$ cat config.mk
export PLATFORM = sky130hd
export DESIGN_NAME = aes_word_loader
export DESIGN_NICKNAME = d
export VERILOG_FILES = /design/src/rtl/aes_word_loader.sv
export SDC_FILE = /design/constraint.sdc
export NUM_CORES = 1
export LEC_CHECK = 0
export BUFFER_PORTS_ARGS = -buffer_cell sky130_fd_sc_hd__buf_2
export CORE_UTILIZATION = 50
export CTS_BUF_LIST = sky130_fd_sc_hd__clkbuf_2 sky130_fd_sc_hd__clkbuf_4 sky130_fd_sc_hd__clkbuf_8
export CTS_CLUSTER_SIZE = 24
export DETAILED_ROUTE_END_ITERATION = 10
export PLACE_DENSITY = 0.81
export SLEW_MARGIN = 20
export SYNTH_ARGS = -nofsm -noshare
export SYNTH_HDL_FRONTEND = slang
export SYNTH_SLANG_ARGS = --single-unit
$ cat constraint.sdc
create_clock -name clk -period 2.5 [get_ports clk]
set_input_delay 0.25 -clock clk [delete_from_list [all_inputs] [get_ports clk]]
set_output_delay 0.25 -clock clk [all_outputs]
set_load 0.05 [all_outputs]
$ cat src/rtl/aes_word_loader.sv
// rtl/aes_word_loader.sv - word-stream packer/unpacker around an AES-128 encryption block
//
// Collects four 32-bit plaintext words into a 128-bit block, pulses the
// encryption block's start input, waits a fixed number of cycles, captures
// the 128-bit ciphertext and returns it as four 32-bit words. Word 0 is
// the most significant word on both sides. Only one block is in flight;
// new input is refused until the previous ciphertext has fully drained.
//
// Ports:
//   clk            rising-edge clock
//   rst            synchronous active-high reset
//   in_data        plaintext word
//   in_valid       in_data valid
//   in_ready       word accepted when in_valid & in_ready
//   block_data     assembled plaintext, held stable from start pulse until drain completes
//   encrypt_enable one-cycle start pulse to the encryption block
//   enc_result     ciphertext from the encryption block
//   out_data       ciphertext word
//   out_valid      out_data valid
//   out_ready      downstream accepts out_data
//   blk_cnt        (only with AES_LOADER_CNT_EN) number of blocks fully drained, wraps
//
// Optional build macro: AES_LOADER_CNT_EN adds the blk_cnt output and its counter.

module aes_word_loader #(
    parameter int ENC_LATENCY = 12
) (
    input  logic         clk,
    input  logic         rst,
    input  logic [31:0]  in_data,
    input  logic         in_valid,
    output logic         in_ready,
    output logic [127:0] block_data,
    output logic         encrypt_enable,
    input  logic [127:0] enc_result,
    output logic [31:0]  out_data,
    output logic         out_valid,
    input  logic         out_ready
`ifdef AES_LOADER_CNT_EN
    ,
    output logic [15:0]  blk_cnt
`endif
);

    typedef enum logic [1:0] {
        FILL  = 2'd0,
        START = 2'd1,
        WAIT  = 2'd2,
        DRAIN = 2'd3
    } state_t;

    localparam logic [7:0] LAT_LAST = 8'(ENC_LATENCY - 1);

    state_t       state_q;
    state_t       state_d;
    logic [1:0]   in_idx;
    logic [1:0]   out_idx;
    logic [7:0]   lat_cnt;
    logic [127:0] block_q;
    logic [127:0] shift_q;
    logic         in_fire;
    logic         out_fire;
    logic         lat_done;

    assign block_data = block_q;
    assign out_data   = shift_q[127:96];
    assign lat_done   = (lat_cnt == LAT_LAST);

    always_comb begin
        state_d        = state_q;
        in_ready       = 1'b0;
        encrypt_enable = 1'b0;
        out_valid      = 1'b0;
        in_fire        = 1'b0;
        out_fire       = 1'b0;
        case (state_q)
            FILL: begin
                // Gated by rst so in_ready stays low for the whole reset
                // and rises only in the first cycle after release.
                in_ready = !rst;
                in_fire  = in_valid && !rst;
                if (in_fire && in_idx == 2'd3) begin
                    state_d = START;
                end
            end
            START: begin
                encrypt_enable = 1'b1;
                state_d        = WAIT;
            end
            WAIT: begin
                if (lat_done) begin
                    state_d = DRAIN;
                end
            end
            DRAIN: begin
                out_valid = 1'b1;
                out_fire  = out_ready;
                if (out_fire && out_idx == 2'd3) begin
                    state_d = FILL;
                end
            end
            default: state_d = FILL;
        endcase
    end

    always_ff @(posedge clk) begin
        if (rst) begin
            state_q <= FILL;
            in_idx  <= 2'd0;
            out_idx <= 2'd0;
            lat_cnt <= 8'd0;
            block_q <= 128'd0;
            shift_q <= 128'd0;
        end else begin
            state_q <= state_d;
            case (state_q)
                FILL: begin
                    if (in_fire) begin
                        case (in_idx)
                            2'd0:    block_q[127:96] <= in_data;
                            2'd1:    block_q[95:64]  <= in_data;
                            2'd2:    block_q[63:32]  <= in_data;
                            default: block_q[31:0]   <= in_data;
                        endcase
                        in_idx <= in_idx + 2'd1;
                    end
                end
                START: begin
                    lat_cnt <= 8'd0;
                end
                WAIT: begin
                    lat_cnt <= lat_cnt + 8'd1;
                    if (lat_done) begin
                        shift_q <= enc_result;
                    end
                end
                DRAIN: begin
                    // After four shifts the register is all zero, so
                    // out_data reads 0 outside DRAIN without extra logic.
                    if (out_fire) begin
                        shift_q <= {shift_q[95:0], 32'd0};
                        out_idx <= out_idx + 2'd1;
                    end
                end
                default: ;
            endcase
        end
    end

`ifdef AES_LOADER_CNT_EN
    always_ff @(posedge clk) begin
        if (rst) begin
            blk_cnt <= 16'd0;
        end else if (out_fire && out_idx == 2'd3) begin
            blk_cnt <= blk_cnt + 16'd1;
        end
    end
`endif

endmodule
==> results.py, run 1 <==
metrics = {
    "timing": {
        "setup_viol": 0,
        "fmax_mhz": 429,
        "setup_tns_ns": 0,
        "drv_slew": 0,
        "min_period_ns": 2.33,
        "tightest_slew_ns": 0.813,
        "min_period_over_period_pct": 93.2,
        "rsz0062_at_grt": "false",
        "hold_viol_final": 0,
        "fin_skew_ns": 0.0194,
        "relSlewSlack_pct": 45.8,
    },
    "synthesis": {
        "synth.area.mux_share_pct": 8.48,
        "syn-instance-count": 1267,
        "syn_area_mm2": 0.0116,
        "yosys_warnings": 0,
        "synthFlopType": "dfxtp_1",
        "synth_top_family_by_area": "compound AO/OA/AOI/OAI gates",
        "synth-simple-area-share_pct": 12.7,
        "yosysSeqAreaShare_pct": 46.7,
        "async_reset_ff_share_pct": 0,
        "synth_compound_area_share_pct": 23.3,
        "synthXorXnorAreaFrac_pct": 0.530,
        "synth_seq_cells": 270,
        "synthesis.nets": 1442,
        "syn_avg_cell_area_um2": 9.13,
        "synth_cell_types": 37,
        "synth_edf_count": 0,
        "synth_fa_ha_area_share_pct": 1.19,
    },
    "finish": {
        "fin_area_mm2": 0.0146,
        "fin_nets": 1748,
        "syn_to_final_growth_pct": 26.3,
        "drive_gt1_share_pct": 32.5,
    },
    "worst_setup_path": {
        "rr_endpoint": "shift_q[54]",
        "timing.critical_path.buf_inv": 1,
        "path_delay_family": "simple AND/OR/NAND/NOR gates",
        "r2r_slack_ns": 0.17,
        "crit_path_start_kind": "flop",
        "worst-endpoint-required_ns": 2.87,
        "reg2reg_depth": 6,
        "path_class": "flop to flop",
        "cp_max_fo": 40,
        "critPathArrivalTime_ns": 2.70,
        "max_stage_delay_ns": 0.50,
        "path_cells": "ha_1, or4b_4, o21a_2, nor2_4, buf_12, a211oi_2",
        "slowest_stage": "or4b_4",
        "reg2reg_from": "lat_cnt[0]",
        "endpoint_kind": "flop",
    },
    "detailed_routing": {
        "first_pass_iters": 5,
        "drt_iter0_markers": 840,
        "wl_mm": 33.5,
        "vias": 10700,
        "ant_nets": 0,
        "route.detailed.drc": 0,
        "wl_per_cell_um": 17.7,
        "vias_per_cell": 5.64,
    },
    "placement": {
        "gp_congestion": 0.811,
        "placed_cell_area_mm2": 0.0131,
        "port-buffer-count": 326,
        "hpwl_mm": 20.7,
    },
    "floorplanning": {
        "start_util_pct": 51.1,
        "die_h_um": 154,
        "fp.dieW_um": 154,
        "die-area_mm2": 0.0237,
        "num_rows": 55,
        "ioPinCount": 327,
        "coreArea_mm2": 0.0226,
    },
    "clocking": {
        "ctsResizeCount": 0,
        "cts_buffers": 44,
        "clockRootBuffer": "clkbuf_8",
        "cts_tree": "built",
        "cts_setup_buffers": 0,
        "h-tree-depth": 2,
        "clock-sinks": 270,
        "clockBufferDepth": 3,
        "cts.clk_slew.worst_paths_ns": 0.06,
        "hold_buffers": 60,
        "clk_latency_ns": 0.54,
    },
    "power": {
        "irDropWorstVdd_uv": 541,
        "leakage_nw": 5.55,
        "p_per_area_mw_per_mm2": 737,
    },
    "hold_path": {
        "hp-class": "input port to flop",
        "hold_path_depth": 3,
        "hold_end": "shift_q[14]",
        "hp-start": "enc_result[14]",
    },
    "global_routing": {
        "track_usage_pct": 27.3,
        "grt_pass1_vias": 10400,
        "grt_pass1_wl_mm": 52.5,
        "grt_max_degree": 118,
        "grt_antenna_before_repair": 4,
        "grt-ovfl-total": 0,
    },
    "job": {
        "drv_cap": 0,
    },
    "status": {
        "status": "completed",
    },
}
==> worst min-delay path, delay by kind of cell <==
kind            cells  cell delay [ns]
buf+inv             1             0.10
compound gates      1             0.06
simple gates        1             0.09
==> placed cells by master, fill, tap and decap left out, drive strengths merged <==
master	count
nand4b	33
clkinv	1
buf	349
nor3	1
ha	11
o21ai	36
nand2	266
nor3b	1
or3	2
diode	3
a21o	1
mux2i	98
clkbuf	70
or3b	1
nor2	10
or4b	1
and3b	1
bufinv	1
a21boi	1
nand3	2
nand3b	1
a21oi	260
nand2b	2
and2	3
xor2	5
inv	5
dlygate4sd3	60
nor2b	1
xnor2	2
nand4	3
dfxtp	270
a211oi	97
o21a	3
clkinvlp	2
and3	1
==> kinds of logic after synthesis <==
group | count (synthesis)
buf+inv | 154
fa+ha+maj | 11
flops | 270
xor+xnor | 7
simple gates | 329
mux | 98
compound gates | 398
==> worst max-delay path by stage <==
stage	start	end	slack (ns)	depth (start not counted)
floorplan	state_q[0]	shift_q[100]	0.27	8
global placement	lat_cnt[0]	shift_q[32]	0.25	6
detailed placement	lat_cnt[0]	shift_q[87]	0.20	6
CTS	lat_cnt[0]	shift_q[32]	0.17	6
global route	lat_cnt[0]	shift_q[87]	0.08	6
finish	lat_cnt[0]	shift_q[54]	0.17	6
==> power breakdown <==
group / total, W / switching [W] / leakage (nW) / internal, W
clock: 0.00397 / 0.00170 / 0.480 / 0.00227
sequential: 0.00470 / 0.000147 / 2.18 / 0.00455
combinational: 0.00210 / 0.00147 / 2.89 / 0.000634
total: 0.0108 / 0.00331 / 5.55 / 0.00746
==> final cells by class <==
type	count	area (um^2)
flip-flops and latches	270	5410
multi-input cells	843	5380
diodes	3	7.51
clock inverters	4	50.0
fillers	1761	8030
inverters	5	18.8
well taps	285	357
repair buffers	409	2530
clock buffers	70	863
==> cells in the mapped netlist, types with 3 or more instances <==
| library cell | number | area share, % |
|---|---|---|
| nand2_1 | 266 | 8.6 |
| inv_1 | 5 | 0.16 |
| o21ai_1 | 28 | 1.2 |
| mux2i_1 | 98 | 8.5 |
| clkbuf_1 | 84 | 2.7 |
| a211oi_1 | 9 | 0.58 |
| nand4b_1 | 33 | 2.5 |
| buf_1 | 5 | 0.16 |
| dfxtp_1 | 270 | 47 |
| buf_4 | 49 | 3.2 |
| a21oi_1 | 260 | 11 |
| a211oi_2 | 88 | 9.5 |
| o21ai_0 | 8 | 0.35 |
| ha_1 | 11 | 1.2 |
| nand4_1 | 3 | 0.16 |
| and2_1 | 3 | 0.16 |
| xor2_1 | 5 | 0.38 |
| buf_2 | 4 | 0.17 |
| buf_6 | 7 | 0.68 |
| nor2_1 | 9 | 0.29 |
==> through the flow <==
step | hold WS [ns] | util, % | setup WS (ns) | total power, W | std cells
floorplan | 0.386 | - | 0.269 | 0.00622 | 1267
global placement | 0.439 | 57.8 | 0.253 | 0.00673 | 1752
detailed placement | 0.444 | 57.8 | 0.198 | 0.00678 | 1752
CTS | 0.00271 | 64.5 | 0.173 | 0.0108 | 1886
global route | 0.0166 | 64.5 | 0.0777 | 0.0112 | 1888
finish | 0.0192 | 64.5 | 0.170 | 0.0108 | 1889
==> routing by layer <==
| metal | global-route usage (%) | wire (um) | vias up |
|---|---|---|---|
| li1 | - | - | 5013 |
| met1 | 33.0 | 13700 | 5025 |
| met2 | 44.4 | 15500 | 514 |
| met3 | 7.10 | 2780 | 107 |
| met4 | 14.5 | 1470 | 0 |
| met5 | 0 | 0 | - |
==> registers in the layout (all words and copies together), names as in the netlist <==
signal / count
block_data: 128
in_idx: 2
lat_cnt: 8
out_idx: 2
shift_q: 128
state_q: 2
Power figures use the tool's default switching activity.
==> inputs of run 2 (changes only) <==
- CORE_UTILIZATION: 50 -> 45
- PLACE_DENSITY: 0.81 -> 0.75
==> run 2 against run 1 <==
- highest routed layer unchanged
- largest cell class unchanged
- critical path type unchanged
- worst setup slack better by 0.049 ns
- final cell count is 2.9% higher
- clock power increased by 5.8%
- die area up 11%
==> results.py, run 2 (synthesis results as in run 1) <==
metrics = {
    "status": {
        "status": "completed",
    },
    "worst_setup_path": {
        "path_class": "flop to flop",
        "endpoint_kind": "flop",
        "critPathArrivalTime_ns": 2.64,
        "r2r_slack_ns": 0.22,
        "worst-endpoint-required_ns": 2.86,
        "cp_max_fo": 46,
        "crit_path_start_kind": "flop",
    },
    "detailed_routing": {
        "drt_iter0_markers": 876,
        "wl_per_cell_um": 16.7,
        "ant_nets": 0,
        "first_pass_iters": 4,
        "route.detailed.drc": 0,
        "wl_mm": 32.5,
        "vias": 10400,
        "vias_per_cell": 5.37,
    },
    "clocking": {
        "clock-sinks": 270,
        "cts_setup_buffers": 0,
        "h-tree-depth": 2,
        "cts_tree": "built",
        "clockBufferDepth": 3,
        "cts.clk_slew.worst_paths_ns": 0.06,
        "clk_latency_ns": 0.54,
        "cts_buffers": 45,
        "clockRootBuffer": "clkbuf_8",
    },
    "placement": {
        "place_inst": 1803,
        "port-buffer-count": 326,
        "hpwl_mm": 20.6,
        "gp_congestion": 0.812,
    },
    "timing": {
        "relSlewSlack_pct": 41.3,
        "min_period_over_period_pct": 91.3,
        "hold_viol_final": 0,
        "setup_viol": 0,
        "drv_slew": 0,
        "setup_tns_ns": 0,
        "rsz0062_at_grt": "false",
        "min_period_ns": 2.28,
        "tightest_slew_ns": 0.880,
        "fmax_mhz": 438,
        "fin_skew_ns": 0.0215,
    },
    "finish": {
        "syn_to_final_growth_pct": 27.9,
        "regArea_mm2": 0.00541,
        "final_cell_mix": "buf_2, dfxtp_1, nand2_1",
        "drive_gt1_share_pct": 32.8,
        "multi_input_area_mm2": 0.00538,
        "fin_cells": 1943,
        "fill_cells": 2125,
        "fin_nets": 1756,
        "mostFrequentLayoutCell": "buf_2",
    },
    "power": {
        "p_per_area_mw_per_mm2": 744,
        "irDropWorstVdd_uv": 550,
        "leakage_nw": 5.63,
    },
    "global_routing": {
        "grt_pass1_vias": 10200,
        "track_usage_pct": 23.8,
        "grt_antenna_before_repair": 2,
        "grt_pass1_wl_mm": 51.2,
        "grt_max_degree": 135,
        "grt-ovfl-total": 0,
    },
    "floorplanning": {
        "die_h_um": 162,
        "coreArea_mm2": 0.0252,
        "start_util_pct": 45.9,
        "ioPinCount": 327,
        "fp.dieW_um": 162,
        "die-area_mm2": 0.0263,
        "num_rows": 58,
    },
    "job": {
        "drv_cap": 0,
    },
    "hold_path": {
        "hp-class": "input port to flop",
    },
}
==> run 2: routing by layer <==
metal	vias up	part of all wire, %	global-route usage, %
met5	-	0	0
met4	0	3.3	9.69
met3	86	8.7	7.20
met2	431	46	38.5
met1	4885	42	29.5
li1	5028	-	-
==> run 2: power by group <==
| part | switching [W] | internal [W] | total [W] |
|---|---|---|---|
| Combinational | 0.00146 | 0.000644 | 0.00210 |
| Sequential | 0.000145 | 0.00455 | 0.00469 |
| Clock | 0.00170 | 0.00250 | 0.00420 |
==> run 2: area by class of cell <==
type | instances | share of cell area [%]
Sequential cell | 270 | 36.6
Multi-Input combinational cell | 843 | 36.4
Timing Repair Buffer | 416 | 17.5
Clock buffer | 73 | 6.16
Tap cell | 330 | 2.79
Clock inverter | 4 | 0.499
Inverter | 5 | 0.127
Antenna cell | 2 | 0.0338
==> run 2: worst max-delay path, stage by stage, from the launching register on <==
cell,delay [ns]
dfxtp_1,0.36
ha_1,0.22
or4b_4,0.50
o21a_2,0.34
nor2_4,0.23
buf_12,0.31
a211oi_1,0.12
==> run 2: final timing paths <==
check	startpoint	to	cells after the start
worst max register to register	lat_cnt[0]	shift_q[37]	6
worst max-delay path	lat_cnt[0]	shift_q[37]	6
worst min register to register	block_data[6]	block_data[6]	2
worst min-delay path	enc_result[14]	shift_q[14]	3
==> run 2: stage by stage <==
stage                     utilization, %  hold WS [ns]  power, W  setup slack (ns)  cell area, um^2
after floorplan                        -         0.386   0.00622             0.269            11600
after global placement              52.4         0.439   0.00676             0.266            13200
after detailed placement            52.4         0.443   0.00679             0.241            13200
after CTS                           58.7       0.00169    0.0111             0.201            14800
after global routing                58.7       0.00462    0.0115            0.0557            14800
final                               58.7        0.0347    0.0110             0.219            14800
==> run 2: timing repair <==
| action | CTS | global route |
|---|---|---|
| resized for setup | 0 | 0 |
| hold endpoints to repair | 156 | 0 |
| hold buffers | 61 | 0 |
==> inputs of run 3 (changes only) <==
- CORE_UTILIZATION: 45 -> 40
- PLACE_DENSITY: 0.75 -> 0.68
==> run 3 against run 2 <==
- count of clock-buffer cells in the layout is 5 higher
- largest power group unchanged
- critical endpoint is now shift_q[38]
- clock power is 2% higher
- largest cell class unchanged
- hold slack better by 0.0069 ns
- via count is 1.1% lower
- final area is 0.37% higher
- non-clock buffer count stayed put
- first-iteration DRC count is 31% lower
- core utilization is 5.9 points lower
==> results.py, run 3 (synthesis results as in run 1) <==
metrics = {
    "placement": {
        "hpwl_mm": 21.3,
        "place_inst": 1846,
        "gp_congestion": 0.774,
        "port-buffer-count": 326,
        "dp_slack_ns": 0.192,
    },
    "worst_setup_path": {
        "timing.critical_path.buf_inv": 1,
        "path_class": "flop to flop",
        "crit_path_start": "lat_cnt[0]",
        "path_delay_family": "simple AND/OR/NAND/NOR gates",
        "reg2reg_from": "lat_cnt[0]",
        "slowest_stage": "or4b_4",
        "critPathArrivalTime_ns": 2.70,
        "reg2reg_depth": 6,
        "path_cells": "ha_1, or4b_4, o21a_2, nor2_4, buf_12, a211oi_1",
        "crit_path_start_kind": "flop",
        "worst-endpoint-required_ns": 2.88,
        "cp_max_fo": 67,
        "max_stage_delay_ns": 0.50,
        "cp.depth": 6,
        "endpoint_kind": "flop",
    },
    "detailed_routing": {
        "vias": 10300,
        "ant_nets": 0,
        "wl_per_cell_um": 16.8,
        "drt_iter0_markers": 605,
        "wl_mm": 33.6,
        "route.detailed.drc": 0,
        "vias_per_cell": 5.17,
        "first_pass_iters": 5,
    },
    "power": {
        "combPwrFrac_pct": 18.9,
        "switchingPower_w": 0.00339,
        "switching_share_pct": 30.7,
        "sequentialPowerShare_pct": 42.5,
        "leakage_nw": 5.63,
        "p_per_area_mw_per_mm2": 744,
        "clkPwrFrac_pct": 38.7,
        "internal_power_w": 0.00766,
        "irDropWorstVdd_uv": 504,
    },
    "global_routing": {
        "grt-ovfl-total": 0,
        "grt_max_degree": 145,
        "grt_antenna_before_repair": 1,
        "grt_pass1_wl_mm": 51.8,
        "track_usage_pct": 21.6,
        "grt_pass1_vias": 10200,
    },
    "floorplanning": {
        "start_util_pct": 41.2,
        "die-area_mm2": 0.0296,
        "die_h_um": 172,
        "coreArea_mm2": 0.0281,
        "num_rows": 61,
        "fp.dieW_um": 172,
        "ioPinCount": 327,
    },
    "timing": {
        "setup_viol": 0,
        "fin_hold_ws_ns": 0.0415,
        "rsz0062_at_grt": "false",
        "setup_tns_ns": 0,
        "min_period_ns": 2.32,
        "drv_slew": 0,
        "fin_skew_ns": 0.0325,
        "min_period_over_period_pct": 92.9,
        "final.setup.worst_slack_ns": 0.179,
        "fmax_mhz": 431,
        "hold_viol_final": 0,
        "relSlewSlack_pct": 51.4,
        "tightest_slew_ns": 0.729,
    },
    "status": {
        "status": "completed",
    },
    "clocking": {
        "cts.clk_slew.worst_paths_ns": 0.06,
        "clock-sinks": 270,
        "clockRootBuffer": "clkbuf_8",
        "clk_latency_ns": 0.55,
        "ctsResizeCount": 0,
        "clockBufferDepth": 3,
        "cts_tree": "built",
        "cts_buffers": 47,
        "h-tree-depth": 2,
    },
    "finish": {
        "final_cell_mix": "buf_2, dfxtp_1, nand2_1",
        "fill_cells": 2583,
        "drive_gt1_share_pct": 32.8,
        "regArea_mm2": 0.00541,
        "syn_to_final_growth_pct": 28.4,
        "multi_input_area_mm2": 0.00538,
        "mostFrequentLayoutCell": "buf_2",
        "fin_nets": 1758,
        "fin_cells": 1997,
        "finish.utilization_pct": 52.8,
    },
    "job": {
        "drv_cap": 0,
    },
    "hold_path": {
        "hp-start": "enc_result[32]",
        "hold_path_depth": 3,
        "hp-class": "input port to flop",
    },
}
==> run 3: cell count changes in the layout (fill, tap and decap cells not counted), sizes merged <==
cell / previous run / this run
buf: 355 / 350
bufinv: 2 / 1
clkbuf: 73 / 78
clkinv: 1 / 3
diode: 2 / 1
dlygate4sd3: 61 / 66
inv: 6 / 7
==> run 3: metal layers <==
metal	up-vias	share of wire (%)	track usage, %
met1	4825	42	26.3
met5	-	0	0
met4	0	3.2	8.46
met2	383	46	35.7
li1	5031	-	-
met3	80	8.9	6.50
==> run 3: stage by stage <==
step	area, um^2	power, W
2_1_floorplan	11600	0.00622
3_3_place_gp	13200	0.00674
3_5_place_dp	13200	0.00678
4_1_cts	14800	0.0112
5_1_grt	14800	0.0115
6_report	14800	0.0110
==> run 3: worst paths after layout <==
path,endpoint,slack (ns)
worst max-delay path,shift_q[38],0.18
worst min-delay path,shift_q[32],0.04
worst max register to register,shift_q[38],0.18
worst min register to register,block_data[72],0.45
==> run 3: tightest hold or removal path: stages <==
cell and delay, ns:
buf_2 0.10, mux2i_1 0.11, a211oi_1 0.08
==> run 3: power groups by stage <==
stage | clock (W) | combinational [W] | sequential (W)
final | 0.00427 | 0.00208 | 0.00469
after global routing | 0.00456 | 0.00223 | 0.00472
after CTS | 0.00438 | 0.00209 | 0.00469
after detailed placement | 0 | 0.00200 | 0.00478
after global placement | 0 | 0.00198 | 0.00477
after floorplan | 0 | 0.00104 | 0.00518
==> run 3: final cells by class <==
cell class | instances | area share, %
sequential | 270 | 36.4
multi-input combinational | 843 | 36.3
timing repair buffer | 416 | 17.2
clock buffer | 78 | 6.35
tap | 378 | 3.19
clock inverter | 6 | 0.422
inverter | 5 | 0.126
antenna | 1 | 0.0169
==> run 3: repair_timing <==
item,CTS,global route
endpoints found under the hold margin,162,0
setup buffers,0,0
hold buffers,66,0
